## src/rtl/grid_pkg.sv

```systemverilog
// Shared types and defaults for the grid shift store.
// Exports: dir_e direction codes, DEFAULT_ROWS/COLS, COUNT_W.
package grid_pkg;

    typedef enum logic [1:0] {
        DIR_UP    = 2'b00,
        DIR_DOWN  = 2'b01,
        DIR_LEFT  = 2'b10,
        DIR_RIGHT = 2'b11
    } dir_e;

    localparam int DEFAULT_ROWS = 8;
    localparam int DEFAULT_COLS = 8;

    // Wide enough for a full 16x16 grid (256).
    localparam int COUNT_W = 9;

endpackage

```

## src/rtl/grid_shift_store_if.sv

```systemverilog
// Command/status bundle of the grid shift store.
// master: drives clear/shift/set, reads grid and status; slave: the store.
interface grid_shift_store_if
    import grid_pkg::*;
#(
    parameter int ROWS = DEFAULT_ROWS,
    parameter int COLS = DEFAULT_COLS
);
    logic                   clear;
    logic                   shift_en;
    logic [1:0]             shift_dir;
    logic                   set;
    logic [3:0]             set_row;
    logic [3:0]             set_col;
    logic                   set_value;
    logic [ROWS*COLS-1:0]   data_out;
    logic [COLS-1:0]        out_up;
    logic [COLS-1:0]        out_down;
    logic [ROWS-1:0]        out_left;
    logic [ROWS-1:0]        out_right;
    logic [COUNT_W-1:0]     ones_count;
    logic                   collision;
    logic                   lost;
    logic                   addr_err;

    modport master (
        output clear, shift_en, shift_dir,
        output set, set_row, set_col, set_value,
        input  data_out, out_up, out_down,
        input  out_left, out_right, ones_count,
        input  collision, lost, addr_err
    );

    modport slave (
        input  clear, shift_en, shift_dir,
        input  set, set_row, set_col, set_value,
        output data_out, out_up, out_down,
        output out_left, out_right, ones_count,
        output collision, lost, addr_err
    );

endinterface

```

## src/rtl/grid_popcount.sv

```systemverilog
// Combinational population count of a W-bit vector.
// Ports: bits_i (W) in, count_o (CW) number of set bits.
module grid_popcount #(
    parameter int W  = 64,
    parameter int CW = 9
) (
    input  logic [W-1:0]  bits_i,
    output logic [CW-1:0] count_o
);

    always_comb begin
        count_o = '0;
        for (int i = 0; i < W; i++) begin
            count_o = count_o + CW'(bits_i[i]);
        end
    end

endmodule

```

## src/rtl/grid_shift_store.sv

```systemverilog
// ROWS x COLS bit grid with clear, one-step shift and single-cell write.
// Ports: clk, reset (async active-low), bus (grid_shift_store_if.slave).
module grid_shift_store
    import grid_pkg::*;
#(
    parameter int ROWS = DEFAULT_ROWS,
    parameter int COLS = DEFAULT_COLS,
    parameter bit WRAP = 1'b1
) (
    input  logic clk,
    input  logic reset,
    grid_shift_store_if.slave bus
);

    localparam int N = ROWS * COLS;

    logic [N-1:0]    grid_q, grid_d;
    logic [N-1:0]    shifted;
    logic [COLS-1:0] out_up_q, out_up_d;
    logic [COLS-1:0] out_down_q, out_down_d;
    logic [ROWS-1:0] out_left_q, out_left_d;
    logic [ROWS-1:0] out_right_q, out_right_d;
    logic            collision_q, collision_d;
    logic            lost_q, lost_d;
    logic            addr_err_q, addr_err_d;

    logic [COLS-1:0] top_row, bot_row;
    logic [ROWS-1:0] left_col, right_col;
    logic            discard_nz;
    logic            in_range;
    logic            hit;
    logic            do_shift;
    logic            do_set;

    // Edge lines of the current grid: the candidates for being shifted out.
    always_comb begin
        top_row = grid_q[0 +: COLS];
        bot_row = grid_q[(ROWS-1)*COLS +: COLS];
        left_col  = '0;
        right_col = '0;
        for (int r = 0; r < ROWS; r++) begin
            left_col[r]  = grid_q[r*COLS];
            right_col[r] = grid_q[r*COLS + COLS - 1];
        end
    end

    assign do_shift = bus.shift_en & ~bus.clear;
    assign do_set   = bus.set & ~bus.clear;

    assign in_range = ({1'b0, bus.set_row} < 5'(ROWS))
                    && ({1'b0, bus.set_col} < 5'(COLS));

    // One-step shift of the whole grid; the entering line is the
    // departing one when wrapping, zero otherwise.
    always_comb begin
        shifted    = grid_q;
        discard_nz = 1'b0;
        if (bus.shift_en) begin
            unique case (bus.shift_dir)
                DIR_UP: begin
                    for (int r = 0; r < ROWS - 1; r++) begin
                        shifted[r*COLS +: COLS] = grid_q[(r+1)*COLS +: COLS];
                    end
                    shifted[(ROWS-1)*COLS +: COLS] = WRAP ? top_row : '0;
                    discard_nz = |top_row;
                end
                DIR_DOWN: begin
                    for (int r = 1; r < ROWS; r++) begin
                        shifted[r*COLS +: COLS] = grid_q[(r-1)*COLS +: COLS];
                    end
                    shifted[0 +: COLS] = WRAP ? bot_row : '0;
                    discard_nz = |bot_row;
                end
                DIR_LEFT: begin
                    for (int r = 0; r < ROWS; r++) begin
                        for (int c = 0; c < COLS - 1; c++) begin
                            shifted[r*COLS + c] = grid_q[r*COLS + c + 1];
                        end
                        shifted[r*COLS + COLS - 1] = WRAP & left_col[r];
                    end
                    discard_nz = |left_col;
                end
                DIR_RIGHT: begin
                    for (int r = 0; r < ROWS; r++) begin
                        for (int c = 1; c < COLS; c++) begin
                            shifted[r*COLS + c] = grid_q[r*COLS + c - 1];
                        end
                        shifted[r*COLS] = WRAP & right_col[r];
                    end
                    discard_nz = |right_col;
                end
                default: ;
            endcase
        end
    end

    // The write lands on the post-shift grid; hit is that cell's value
    // just before the write, which drives collision detection.
    always_comb begin
        grid_d = shifted;
        hit    = 1'b0;
        for (int r = 0; r < ROWS; r++) begin
            for (int c = 0; c < COLS; c++) begin
                if (bus.set && in_range
                    && bus.set_row == 4'(r)
                    && bus.set_col == 4'(c)) begin
                    hit = shifted[r*COLS + c];
                    grid_d[r*COLS + c] = bus.set_value;
                end
            end
        end
        if (bus.clear) begin
            grid_d = '0;
        end
    end

    always_comb begin
        out_up_d    = out_up_q;
        out_down_d  = out_down_q;
        out_left_d  = out_left_q;
        out_right_d = out_right_q;
        if (do_shift) begin
            unique case (bus.shift_dir)
                DIR_UP:    out_up_d    = top_row;
                DIR_DOWN:  out_down_d  = bot_row;
                DIR_LEFT:  out_left_d  = left_col;
                DIR_RIGHT: out_right_d = right_col;
                default: ;
            endcase
        end
    end

    assign collision_d = collision_q
                       | (do_set & in_range & bus.set_value & hit);
    assign lost_d      = lost_q | (do_shift & ~WRAP & discard_nz);
    assign addr_err_d  = do_set & ~in_range;

    always_ff @(posedge clk or negedge reset) begin
        if (!reset) begin
            grid_q      <= '0;
            out_up_q    <= '0;
            out_down_q  <= '0;
            out_left_q  <= '0;
            out_right_q <= '0;
            collision_q <= 1'b0;
            lost_q      <= 1'b0;
            addr_err_q  <= 1'b0;
        end else begin
            grid_q      <= grid_d;
            out_up_q    <= out_up_d;
            out_down_q  <= out_down_d;
            out_left_q  <= out_left_d;
            out_right_q <= out_right_d;
            collision_q <= collision_d;
            lost_q      <= lost_d;
            addr_err_q  <= addr_err_d;
        end
    end

    grid_popcount #(
        .W  (N),
        .CW (COUNT_W)
    ) u_popcount (
        .bits_i  (grid_q),
        .count_o (bus.ones_count)
    );

    assign bus.data_out  = grid_q;
    assign bus.out_up    = out_up_q;
    assign bus.out_down  = out_down_q;
    assign bus.out_left  = out_left_q;
    assign bus.out_right = out_right_q;
    assign bus.collision = collision_q;
    assign bus.lost      = lost_q;
    assign bus.addr_err  = addr_err_q;

endmodule

```

## src/flat_wrapper.sv

```systemverilog
// flat-port wrapper written by rule: the top's interface ports become plain ports
module grid_shift_store_flat import grid_pkg::*;
#(
    parameter int ROWS = DEFAULT_ROWS,
    parameter int COLS = DEFAULT_COLS,
    parameter bit WRAP = 1'b1
)
  (clk, reset, bus_clear, bus_shift_en, bus_shift_dir, bus_set, bus_set_row, bus_set_col, bus_set_value, bus_data_out, bus_out_up, bus_out_down, bus_out_left, bus_out_right, bus_ones_count, bus_collision, bus_lost, bus_addr_err);
  grid_shift_store_if #(.ROWS(ROWS), .COLS(COLS)) bus_i ();
  input  logic clk;
  input  logic reset;
  input wire logic [$bits(bus_i.clear)-1:0] bus_clear;
  input wire logic [$bits(bus_i.shift_en)-1:0] bus_shift_en;
  input wire logic [$bits(bus_i.shift_dir)-1:0] bus_shift_dir;
  input wire logic [$bits(bus_i.set)-1:0] bus_set;
  input wire logic [$bits(bus_i.set_row)-1:0] bus_set_row;
  input wire logic [$bits(bus_i.set_col)-1:0] bus_set_col;
  input wire logic [$bits(bus_i.set_value)-1:0] bus_set_value;
  output wire logic [$bits(bus_i.data_out)-1:0] bus_data_out;
  output wire logic [$bits(bus_i.out_up)-1:0] bus_out_up;
  output wire logic [$bits(bus_i.out_down)-1:0] bus_out_down;
  output wire logic [$bits(bus_i.out_left)-1:0] bus_out_left;
  output wire logic [$bits(bus_i.out_right)-1:0] bus_out_right;
  output wire logic [$bits(bus_i.ones_count)-1:0] bus_ones_count;
  output wire logic [$bits(bus_i.collision)-1:0] bus_collision;
  output wire logic [$bits(bus_i.lost)-1:0] bus_lost;
  output wire logic [$bits(bus_i.addr_err)-1:0] bus_addr_err;
  assign bus_i.clear = bus_clear;
  assign bus_i.shift_en = bus_shift_en;
  assign bus_i.shift_dir = bus_shift_dir;
  assign bus_i.set = bus_set;
  assign bus_i.set_row = bus_set_row;
  assign bus_i.set_col = bus_set_col;
  assign bus_i.set_value = bus_set_value;
  assign bus_data_out = bus_i.data_out;
  assign bus_out_up = bus_i.out_up;
  assign bus_out_down = bus_i.out_down;
  assign bus_out_left = bus_i.out_left;
  assign bus_out_right = bus_i.out_right;
  assign bus_ones_count = bus_i.ones_count;
  assign bus_collision = bus_i.collision;
  assign bus_lost = bus_i.lost;
  assign bus_addr_err = bus_i.addr_err;
  grid_shift_store #(.ROWS(ROWS), .COLS(COLS), .WRAP(WRAP)) u_core (.clk(clk), .reset(reset), .bus(bus_i));
endmodule
```

## config.mk

```make
export PLATFORM = sky130hd
export DESIGN_NAME = grid_shift_store_flat
export DESIGN_NICKNAME = d
export VERILOG_FILES = /design/src/rtl/grid_pkg.sv /design/src/rtl/grid_shift_store_if.sv /design/src/rtl/grid_popcount.sv /design/src/rtl/grid_shift_store.sv /design/src/flat_wrapper.sv
export SDC_FILE = /design/constraint.sdc
export NUM_CORES = 1
export LEC_CHECK = 0
export ABC_CLOCK_PERIOD_IN_PS = 6400
export BUFFER_PORTS_ARGS = -buffer_cell sky130_fd_sc_hd__buf_4
export CELL_PAD_IN_SITES_DETAIL_PLACEMENT = 1
export CELL_PAD_IN_SITES_GLOBAL_PLACEMENT = 2
export CORE_MARGIN = 8
export CORE_UTILIZATION = 34
export DETAILED_ROUTE_END_ITERATION = 16
export PLACE_DENSITY_LB_ADDON = 0.2
export SLEW_MARGIN = 15
export SYNTH_ARGS = -nofsm -noshare
export SYNTH_HDL_FRONTEND = slang
export SYNTH_SLANG_ARGS = --single-unit
```

## constraint.sdc

```tcl
create_clock -name clk -period 6.4 [get_ports clk]
set_input_delay 0.64 -clock clk [delete_from_list [all_inputs] [get_ports clk]]
set_output_delay 0.64 -clock clk [all_outputs]
set_load 0.01 [all_outputs]
```

==> results.txt <==
outcome: complete, but fails checks
violated checks: setup timing
Std-Cell Rows: 59
routed via count: 8257
Clock Pin Slew Worst Setup and Hold Paths: 0.09 ns
remaining global-route overflow: 0
buffers and inverters on the worst path: 9
total track usage: 25.5%
relative slew slack: 22.1%
filler cell count: 2948
FMAX: 145 MHz
Layout Utilization: 41.9%
EDFF count, synth: 0
detailed-routing iteration count for the pre-antenna-repair pass: 5
path type of the worst setup path: register to output port
CP required: 5.76 ns
path category of the worst min-delay check: primary input to async pin
Worst setup SP type: register
effective utilization at floorplan: 34.4%
number of clock buffers inserted by TritonCTS: 9
area occupied by registers: 0.00245 mm^2
Register-to-Register Setup Slack: 3.35 ns
cells traversed along the worst timing path: fa_1, inv_1, fa_1, inv_2, fa_1, inv_2, fa_1, inv_1, fa_1, inv_1, fa_2, fa_2, fa_2, inv_2, ha_4, inv_2, fa_2, inv_2, a21oi_2, o21bai_1, a21o_1, a21o_1, buf_6
flip-flop and latch count after synthesis: 98
count of endpoints failing hold in the final timing report: 0
reported max-cap violation count: 0
final setup TNS: -2.23 ns
pin count of the biggest net entering global routing: 69
placed cell count: 1352
Iteration-0 DRC Markers: 838
area of the placeable core: 0.0259 mm^2
chip width: 178 um
drc violations: 0
fin crit share: 108%
most area-hungry cell type in the Yosys netlist: dfrtp_1
shortest period the worst path allows: 6.92 ns
routed via count divided by cell count: 6.01
footprint of the multi-input gates: 0.00583 mm^2
most repeated cell in the gate-level netlist after synthesis: dfrtp_1
synthesized instance count: 894
Total Wirelength: 40300 um
endpoint type of the worst setup path: output port
I/O Buffers: 120
worst hold margin: 0.291 ns
CP max-delay cell: fa_1
wire length of the first global-routing pass: 59400 um
crit path max fanout: 2
dominant synthesized flop cell: dfrtp_1
share of the synthesized area in the top cell type: 27.5%
Final Max Slew Viols: 0
Avg Inst Size Synth: 9.98 um^2
cell chosen for the clock root: clkbuf_16
CTS tree: built
count of warnings emitted by yosys: 0
static power due to leakage: 4.92 nW
setup violators final: 6
buffers from clock root to sink, at most: 2
combined area of all synthesized cells: 0.00892 mm^2
PD cells: 182 mW/mm^2
Final nets: 1118
Worst Path Arrival: 6.28 ns
io pins: 124
post-detailed-route wirelength per cell: 29.3 um
CP peak stage delay: 0.54 ns
half-perimeter wire length after detailed placement: 28700 um
count of antenna-violating nets left after detailed routing: 0
Worst Max-Slew Pin Slew: 1.16 ns
H-tree levels: 3
cell type group with the largest total delay on the critical path: adder cells
worst reg2reg endpoint: u_core.bus.collision
synth top area cells: dfrtp_1, mux4_2, fa_1
post-layout worst setup margin: -0.519 ns
number of antenna violations at the first check in global routing: 0
Synth top cells by count: dfrtp_1, inv_1, nor2_1, a21oi_1, fa_1
sequential cell area fraction in the yosys report: 27.5%
Area growth, synth to finish: 21.5%
unrepaired setup endpoints after global routing: yes
worst voltage drop across the vdd grid: 247 uV
layout cells sized above 1: 33.2%
die boundary height: 178 um
Die ar.: 0.0317 mm^2
worst r2r src: u_core.bus.data_out[22]
via count of the first global-routing pass: 8568
placer congestion estimate: 0.868
Unique masters post-synth: 62
async set-reset flop share out of synthesis: 100%
final cell count without fillers: 1373
total design power: 1.97 mW
number of sinks driven by the clock tree: 98
n_diodes: 0
path depth of the worst reg2reg path: 8
post-route clock skew: 0.0111 ns
clock insertion delay at the later pin of the skew report: 0.37 ns
==> what timing repair did <==
action	CTS	global route
resized for setup	21	1
endpoints found under the setup margin	6	6
hold buffers	0	0
gates cloned	0	0
setup buffers	3	2
pin swaps	26	14
==> worst max path at each step <==
stage / startpoint / to / slack (ns) / cells past startpoint
2_1_floorplan: u_core.bus.data_out[61] / bus_ones_count[6] / 0.02 / 22
3_3_place_gp: u_core.bus.data_out[53] / bus_ones_count[6] / -0.12 / 23
3_5_place_dp: u_core.bus.data_out[53] / bus_ones_count[6] / -0.28 / 23
4_1_cts: u_core.bus.data_out[57] / bus_ones_count[6] / -0.56 / 23
5_1_grt: u_core.bus.data_out[57] / bus_ones_count[6] / -0.67 / 23
6_report: u_core.bus.data_out[57] / bus_ones_count[6] / -0.52 / 23
==> per-layer routing <==
layer  vias up  share of wire (%)  track usage (%)
met1      4276                 43             35.1
met3        93                8.1             5.02
li1       3476                  -                -
met2       412                 45             39.3
met4         0                3.6             9.27
met5         -                  0                0
==> stage by stage <==
stage / setup WS, ns / area, um^2
finish: -0.519 / 10800
global route: -0.675 / 10800
CTS: -0.558 / 10800
detailed placement: -0.281 / 10400
global placement: -0.122 / 10400
floorplan: 0.0223 / 8930
==> where the power goes <==
group	total (mW)	internal [mW]	switching (mW)	leakage, nW
Clock	0.595	0.281	0.314	0.148
Sequential	0.666	0.644	0.0217	1.35
Combinational	0.709	0.323	0.386	3.42
==> area by class of cell <==
type / count / share of cell area [%]
multi-input cells: 635 / 53.8
flip-flops and latches: 98 / 22.6
repair buffers: 198 / 13.8
well taps: 335 / 3.87
inverters: 91 / 3.15
clock buffers: 9 / 2.08
clock inverters: 7 / 0.727
==> flip-flops by register name (all words and copies together) (netlist names) <==
name,cells
u_core.bus.addr_err,1
u_core.bus.collision,1
u_core.bus.data_out,64
u_core.bus.out_down,8
u_core.bus.out_left,8
u_core.bus.out_right,8
u_core.bus.out_up,8
==> cells in the final DEF (no fill, tap or decap), types with 22 or more instances in the layout <==
| cell type | n |
|---|---|
| mux2_2 | 46 |
| o21ai_0 | 30 |
| dfrtp_1 | 97 |
| nor2_1 | 86 |
| a21oi_1 | 78 |
| nor3_1 | 32 |
| buf_4 | 196 |
| mux4_2 | 53 |
| nand3_1 | 22 |
| mux2i_1 | 47 |
| nand2_1 | 37 |
| fa_1 | 46 |
| inv_1 | 85 |
| a31oi_1 | 29 |
==> cell families (layout without fill, tap and decap cells) <==
group,after synthesis,count (layout),synth area share (%)
AOI/OAI and AO/OA,198,198,13.7
xor gates and xnor gates,4,4,0.393
adders and majority gates,69,69,14.2
buffers and inverters,163,305,8.03
DFF,98,98,27.5
muxes,149,149,25.3
other,1,3,0.0420
and+or+nand+nor,212,212,10.9
(Power assumes the default switching activity.)
